**config.mk**
```make
export PLATFORM = sky130hd
export DESIGN_NAME = mult_div_unit
export DESIGN_NICKNAME = d
export VERILOG_FILES = /design/src/rtl/mult_div_unit.sv
export SDC_FILE = /design/constraint.sdc
export NUM_CORES = 1
export LEC_CHECK = 0
export ABC_AREA = 1
export BUFFER_PORTS_ARGS = -buffer_cell sky130_fd_sc_hd__buf_2
export CELL_PAD_IN_SITES_DETAIL_PLACEMENT = 1
export CELL_PAD_IN_SITES_GLOBAL_PLACEMENT = 2
export CORE_MARGIN = 2
export CORE_UTILIZATION = 36
export DETAILED_ROUTE_END_ITERATION = 12
export PLACE_DENSITY = 0.86
export SYNTH_ARGS = -nofsm -noshare
export SYNTH_HDL_FRONTEND = slang
export SYNTH_SLANG_ARGS = --single-unit
```
**constraint.sdc**
```tcl
create_clock -name clk_i -period 7.1 [get_ports clk_i]
set_input_delay 1.065 -clock clk_i [delete_from_list [all_inputs] [get_ports clk_i]]
set_output_delay 1.065 -clock clk_i [all_outputs]
set_load 0.005 [all_outputs]
```
**src/rtl/mult_div_unit.sv**
```systemverilog
// Iterative HI/LO multiply/divide unit: radix-2 shift-add multiply, restoring divide,
// N iterations per operation plus one sign-fix/write-back cycle.
//
// state  | meaning
// IDLE   | waiting for start; MTHI/MTLO writes honoured here
// RUN    | N iterations of the shift-add or restoring-divide step
// FIN    | sign correction, HI/LO write-back, done pulse
module mult_div_unit #(
  parameter int N  = 32,
  parameter int CW = 6
) (
  input  logic         clk_i,
  input  logic         rst_ni,
  input  logic         start_i,
  input  logic [1:0]   op_i,
  input  logic [N-1:0] src_a_i,
  input  logic [N-1:0] src_b_i,
  input  logic         wr_hi_i,
  input  logic         wr_lo_i,
  output logic         busy_o,
  output logic         done_o,
  output logic         div_zero_o,
  output logic [N-1:0] hi_o,
  output logic [N-1:0] lo_o
);

  typedef enum logic [1:0] {
    S_IDLE = 2'd0,
    S_RUN  = 2'd1,
    S_FIN  = 2'd2
  } state_e;

  state_e          state_q;
  logic            div_q;
  logic            neg_lo_q;
  logic            neg_hi_q;
  logic            dz_q;
  logic [CW-1:0]   cnt_q;
  logic [N-1:0]    opnd_q;
  logic [N-1:0]    raw_a_q;
  logic [2*N-1:0]  acc_q;
  logic [N-1:0]    hi_q;
  logic [N-1:0]    lo_q;
  logic            busy_q;
  logic            done_q;
  logic            dz_pulse_q;

  logic [N-1:0]    a_abs;
  logic [N-1:0]    b_abs;
  logic [N:0]      mul_sum;
  logic [2*N-1:0]  mul_next;
  logic [N:0]      rem_sh;
  logic            rem_ge;
  logic [N-1:0]    rem_diff;
  logic [2*N-1:0]  div_next;
  logic [2*N-1:0]  prod_fix;
  logic [N-1:0]    quo_fix;
  logic [N-1:0]    rem_fix;

  // Magnitudes of the operands; -2^(N-1) stays 2^(N-1) as an unsigned value.
  always_comb begin
    a_abs = src_a_i;
    b_abs = src_b_i;
    if (op_i[0] && src_a_i[N-1]) a_abs = -src_a_i;
    if (op_i[0] && src_b_i[N-1]) b_abs = -src_b_i;
  end

  // Multiply step: acc = {partial, multiplier}; add multiplicand into the upper half, shift right.
  always_comb begin
    mul_sum  = {1'b0, acc_q[2*N-1:N]} + (acc_q[0] ? {1'b0, opnd_q} : {(N+1){1'b0}});
    mul_next = {mul_sum, acc_q[N-1:1]};
  end

  // Divide step: acc = {rem, quo}; shift left, trial-subtract divisor from the remainder.
  always_comb begin
    rem_sh   = {acc_q[2*N-1:N], acc_q[N-1]};
    rem_ge   = (rem_sh >= {1'b0, opnd_q});
    rem_diff = rem_sh[N-1:0] - opnd_q;
    if (rem_ge) div_next = {rem_diff, acc_q[N-2:0], 1'b1};
    else        div_next = {rem_sh[N-1:0], acc_q[N-2:0], 1'b0};
  end

  always_comb begin
    prod_fix = neg_lo_q ? -acc_q : acc_q;
    quo_fix  = neg_lo_q ? -acc_q[N-1:0] : acc_q[N-1:0];
    rem_fix  = neg_hi_q ? -acc_q[2*N-1:N] : acc_q[2*N-1:N];
  end

  always_ff @(posedge clk_i or negedge rst_ni) begin
    if (!rst_ni) begin
      state_q    <= S_IDLE;
      div_q      <= 1'b0;
      neg_lo_q   <= 1'b0;
      neg_hi_q   <= 1'b0;
      dz_q       <= 1'b0;
      cnt_q      <= '0;
      opnd_q     <= '0;
      raw_a_q    <= '0;
      acc_q      <= '0;
      hi_q       <= '0;
      lo_q       <= '0;
      busy_q     <= 1'b0;
      done_q     <= 1'b0;
      dz_pulse_q <= 1'b0;
    end else begin
      done_q     <= 1'b0;
      dz_pulse_q <= 1'b0;
      case (state_q)
        S_IDLE: begin
          if (start_i) begin
            div_q    <= op_i[1];
            neg_lo_q <= op_i[0] & (src_a_i[N-1] ^ src_b_i[N-1]);
            neg_hi_q <= op_i[0] & op_i[1] & src_a_i[N-1];
            dz_q     <= op_i[1] & (src_b_i == '0);
            raw_a_q  <= src_a_i;
            cnt_q    <= '0;
            busy_q   <= 1'b1;
            state_q  <= S_RUN;
            if (op_i[1]) begin
              opnd_q <= b_abs;
              acc_q  <= {{N{1'b0}}, a_abs};
            end else begin
              opnd_q <= a_abs;
              acc_q  <= {{N{1'b0}}, b_abs};
            end
          end else begin
            if (wr_hi_i) hi_q <= src_a_i;
            if (wr_lo_i) lo_q <= src_a_i;
          end
        end
        S_RUN: begin
          acc_q <= div_q ? div_next : mul_next;
          cnt_q <= cnt_q + CW'(1);
          if (cnt_q == CW'(N-1)) state_q <= S_FIN;
        end
        S_FIN: begin
          if (!div_q) begin
            hi_q <= prod_fix[2*N-1:N];
            lo_q <= prod_fix[N-1:0];
          end else if (dz_q) begin
            hi_q <= raw_a_q;
            lo_q <= '1;
          end else begin
            hi_q <= rem_fix;
            lo_q <= quo_fix;
          end
          done_q     <= 1'b1;
          dz_pulse_q <= dz_q;
          busy_q     <= 1'b0;
          state_q    <= S_IDLE;
        end
        default: state_q <= S_IDLE;
      endcase
    end
  end

  assign busy_o     = busy_q;
  assign done_o     = done_q;
  assign div_zero_o = dz_pulse_q;
  assign hi_o       = hi_q;
  assign lo_o       = lo_q;

endmodule

```
==> results by group <==
Pwr
  • Power density normalized to cell area: approximately 570 nW/µm²
  • Sw Share: around three fifths
  • Leak: about 11 nW
  • NetSw: ~7.6 mW
  • Share of total power in sequential cells: 21.4%
  • Power share of the combinational group: approximately two thirds
  • Peak ir drop on the vdd network: between 400 and 500 µV
  • Portion of total power attributed to the clock network: 11.7%
  • Cell internal power dissipation: between 5 and 6 mW

Critical path
  • Slowest cell on crit path: a21oi_4
  • Delay-heaviest family, CP: buffers and inverters
  • CP Buf/Inv Count: 3
  • Data required time of the critical path: ~7.5 ns
  • Kind of start point of the critical path: register
  • Depth of the worst register-to-register path: 7
  • Critical register-to-register path endpoint: lo_o[30]$_DFFE_PN0P_
  • Endpoint kind of the worst setup timing path: register
  • CP Max Fanout: 81
  • Worst Path Class, Setup: reg -> reg
  • Worst-path cell chain: nor2_4 > buf_4 > inv_2 > a21oi_4 > inv_1 > nand2_1 > o21ai_0
  • Max stage delay on crit path: approximately 0.92 ns
  • Critical path arrival: between 4 and 5 ns
  • Reg-to-Reg Start: state_q[0]$_DFFE_PN0P_
  • Slack of the worst reg-to-reg path: 3.39 ns

Timing
  • Setup total negative slack: 0 ns
  • Final setup viols: 0
  • Slew @ Worst Pin: 1.28 ns
  • Minimum period implied by the final worst setup slack: roughly 3.7 ns
  • Slew Viols, Final: 0
  • Fmax achieved: about 0.27 GHz
  • Final hold violation count: 0
  • Unrepaired setup endpoints after global routing: no
  • Post-route fraction of the period consumed by the critical path: between 50% and 60%
  • Setup Skew: 0.0421 ns
  • Normalized max-slew margin: 14.7%

Floorplanning
  • Ports placed on the boundary: around 140
  • Starting density of the core: between 30% and 40%
  • Area of the core: about 55000 µm²
  • Standard-cell rows: 86
  • Horiz. Die Dim: roughly 240 µm
  • Die area: 58000 µm²
  • Vertical die dimension: between 200 and 250 µm

Route
  • Detailed router's first-iteration violation count: about 2400
  • Final routed wire length divided by cell count: between 20 and 30 µm
  • DRC violation count after routing: 0
  • Routed vias: 24200
  • Vias per cell: between 5 and 6
  • Overall routed net length: about 110000 µm
  • Post-detailed-route count of antenna-violating nets: 0
  • Detailed-router iteration count before antenna repair: 5

Final layout
  • Layout-stage area growth over the synthesis result: 11.1%
  • Number of fillers in the final layout: 7649
  • Most common cell after layout, fill and taps aside: nand2_1
  • Layout cells sized above 1: between 7 and 8%
  • Net count of the finished layout: 3645
  • Commonest non-fill, non-tap cells in the layout: nand2_1, nor2_1, inv_1
  • Final Non-Filler Cells: between 4000 and 5000

Synth
  • Post-synthesis sequential element count: slightly above 200
  • Most used flip-flop cell after synthesis: dfrtp_1
  • Post-synthesis adder-cell area fraction: 4.47%
  • Share of flip-flops with an asynchronous set or reset after synthesis: between 90% and 100%
  • Part of the Yosys area used for sequential elements: about a quarter
  • Combined area of all synthesized cells: 20200 µm²
  • Combinational family with the most area after synthesis: simple AND/OR/NAND/NOR gates
  • Post-Synth Simple-Gate Area: approximately two fifths
  • Library cell with the largest summed area after synthesis: dfrtp_1
  • Xor and xnor fraction of the mapped netlist area: 2.86%
  • Mux cell area share after synthesis: less than 1%
  • Net Count, Synth: about 3600
  • Top cells by area, synth: dfrtp_1, nand2_1, nand3_1, inv_1, nor2_1
  • Average size of a mapped cell: 5.87 µm²
  • Number of enable flip-flop cells after synthesis: 0
  • Post-synth cell types: 55
  • Share of the synthesized area in compound gates (AO/OA/AOI/OAI): between 10% and 20%
  • Yosys warnings: 0
  • Syn Inst Count: about 3400
  • Proportion of netlist area held by the largest area contributor: between 20% and 30%

Global routing
  • Largest net degree at the start of global routing: about 80
  • Number of global-route vias before repair: 24100
  • Total global-route track usage: about 37%
  • Initial antenna violation count: 4
  • Global route total overflow: 0
  • First-pass GRT wire length: between 150000 and 200000 µm

Clock tree
  • Cts-stage hold buffer count: 0
  • CTS HTree Levels: 1
  • Clock input transition at the sequential cells of the worst setup and hold paths: roughly 0.060 ns
  • Count of cells resized by post-cts repair: 0
  • Total clock buffers created by CTS: 28
  • CTS tree: yes
  • Clock Path Buffers: 3
  • Number of sinks on the clock net: about 210
  • Worst-Skew Late Latency: ~0.6 ns
  • Number of setup buffers added after CTS: 0
  • Clock Root Buffer: clkbuf_16

Place
  • HPWL Detailed: 87600 µm
  • Number of cells after detailed placement: ~4200
  • Final weighted congestion in routability-driven placement: ~0.99
  • I/O Buffers: around 140

Hold path
  • Hold WC Path Type: in -> async

Flow run
  • Max-cap check violation count: 0

Status
  • Status: complete, no violations
==> cells in the mapped netlist (11+ instances only) <==
cell	n
nor2_2	14
o221ai_1	15
dfrtp_1	207
inv_1	414
a31oi_1	19
buf_2	21
o21ai_0	214
a22oi_1	17
xor2_1	53
buf_1	13
nand4_1	41
nand3b_1	14
nor3_1	33
a21oi_1	186
or2_2	15
ha_1	69
nand2_1	1121
nand3_1	337
nor2_1	414
o21ai_1	11
xnor2_1	13
o211ai_1	29
clkbuf_1	84
==> worst max path at each step <==
| stage | startpoint | endpoint | slack [ns] | cells past startpoint |
|---|---|---|---|---|
| floorplan | src_a_i[0] | acc_q[14]$_DFFE_PN0P_ | 4.58 | 12 |
| global placement | start_i | lo_o[28]$_DFFE_PN0P_ | 3.31 | 7 |
| detailed placement | start_i | lo_o[2]$_DFFE_PN0P_ | 3.21 | 7 |
| CTS | state_q[0]$_DFFE_PN0P_ | lo_o[26]$_DFFE_PN0P_ | 3.40 | 7 |
| global route | state_q[0]$_DFFE_PN0P_ | lo_o[30]$_DFFE_PN0P_ | 2.98 | 7 |
| finish | state_q[0]$_DFFE_PN0P_ | lo_o[30]$_DFFE_PN0P_ | 3.39 | 7 |
==> through the flow <==
stage          utilization [%]  hold slack [ns]  power, mW  setup slack [ns]  area (µm²)
6_report                  40.6            0.451       12.9              3.39       22400
5_1_grt                   40.5            0.487       13.9              2.98       22400
4_1_cts                   40.5            0.470       12.7              3.40       22400
3_5_place_dp              38.8            0.463       11.1              3.21       21500
3_3_place_gp              38.8            0.460       10.9              3.31       21500
2_1_floorplan                -            0.448       7.92              4.58       20200
==> state kept, by name, indices dropped and copies added (netlist names), 2 cells and up <==
signal / flops
hi_o: 32
opnd_q: 32
raw_a_q: 32
acc_q: 64
lo_o: 32
cnt_q: 6
state_q: 2
==> layout make-up <==
| cell class | instances | area [µm²] | area share, % |
|---|---|---|---|
| tap | 748 | 936 | 4.17 |
| timing repair buffer | 157 | 846 | 3.77 |
| clock inverter | 17 | 184 | 0.820 |
| antenna | 4 | 10.0 | 0.0446 |
| clock buffer | 35 | 777 | 3.46 |
| multi-input combinational | 2687 | 12900 | 57.6 |
| sequential | 207 | 5180 | 23.1 |
| inverter | 422 | 1580 | 7.06 |
==> logic make-up (layout without fill, tap and decap cells) <==
group                      count (synthesis)  count (layout)
AOI/OAI and AO/OA                        537             537
muxes                                      1               1
other                                      0               4
and+or+nand+nor                         2012            2012
DFF                                      207             207
adders and majority gates                 71              71
xor gates and xnor gates                  66              66
buffers and inverters                    546             631
==> power by group through the flow <==
stage	combinational (mW)	sequential [mW]	clock, mW
floorplan	5.72	2.20	0
global placement	8.20	2.71	0
detailed placement	8.40	2.73	0
CTS	8.45	2.71	1.52
global route	9.58	2.78	1.56
finish	8.61	2.76	1.50
==> layer usage <==
| layer | global-route usage, % | share of wire [%] | up-vias |
|---|---|---|---|
| li1 | - | - | 11200 |
| met5 | 0 | 0.012 | - |
| met2 | 56.9 | 43 | 808 |
| met3 | 6.47 | 7.4 | 193 |
| met1 | 51.8 | 45 | 12000 |
| met4 | 13.9 | 4.2 | 2 |
Note: power is estimated with default switching activity, not from simulation.
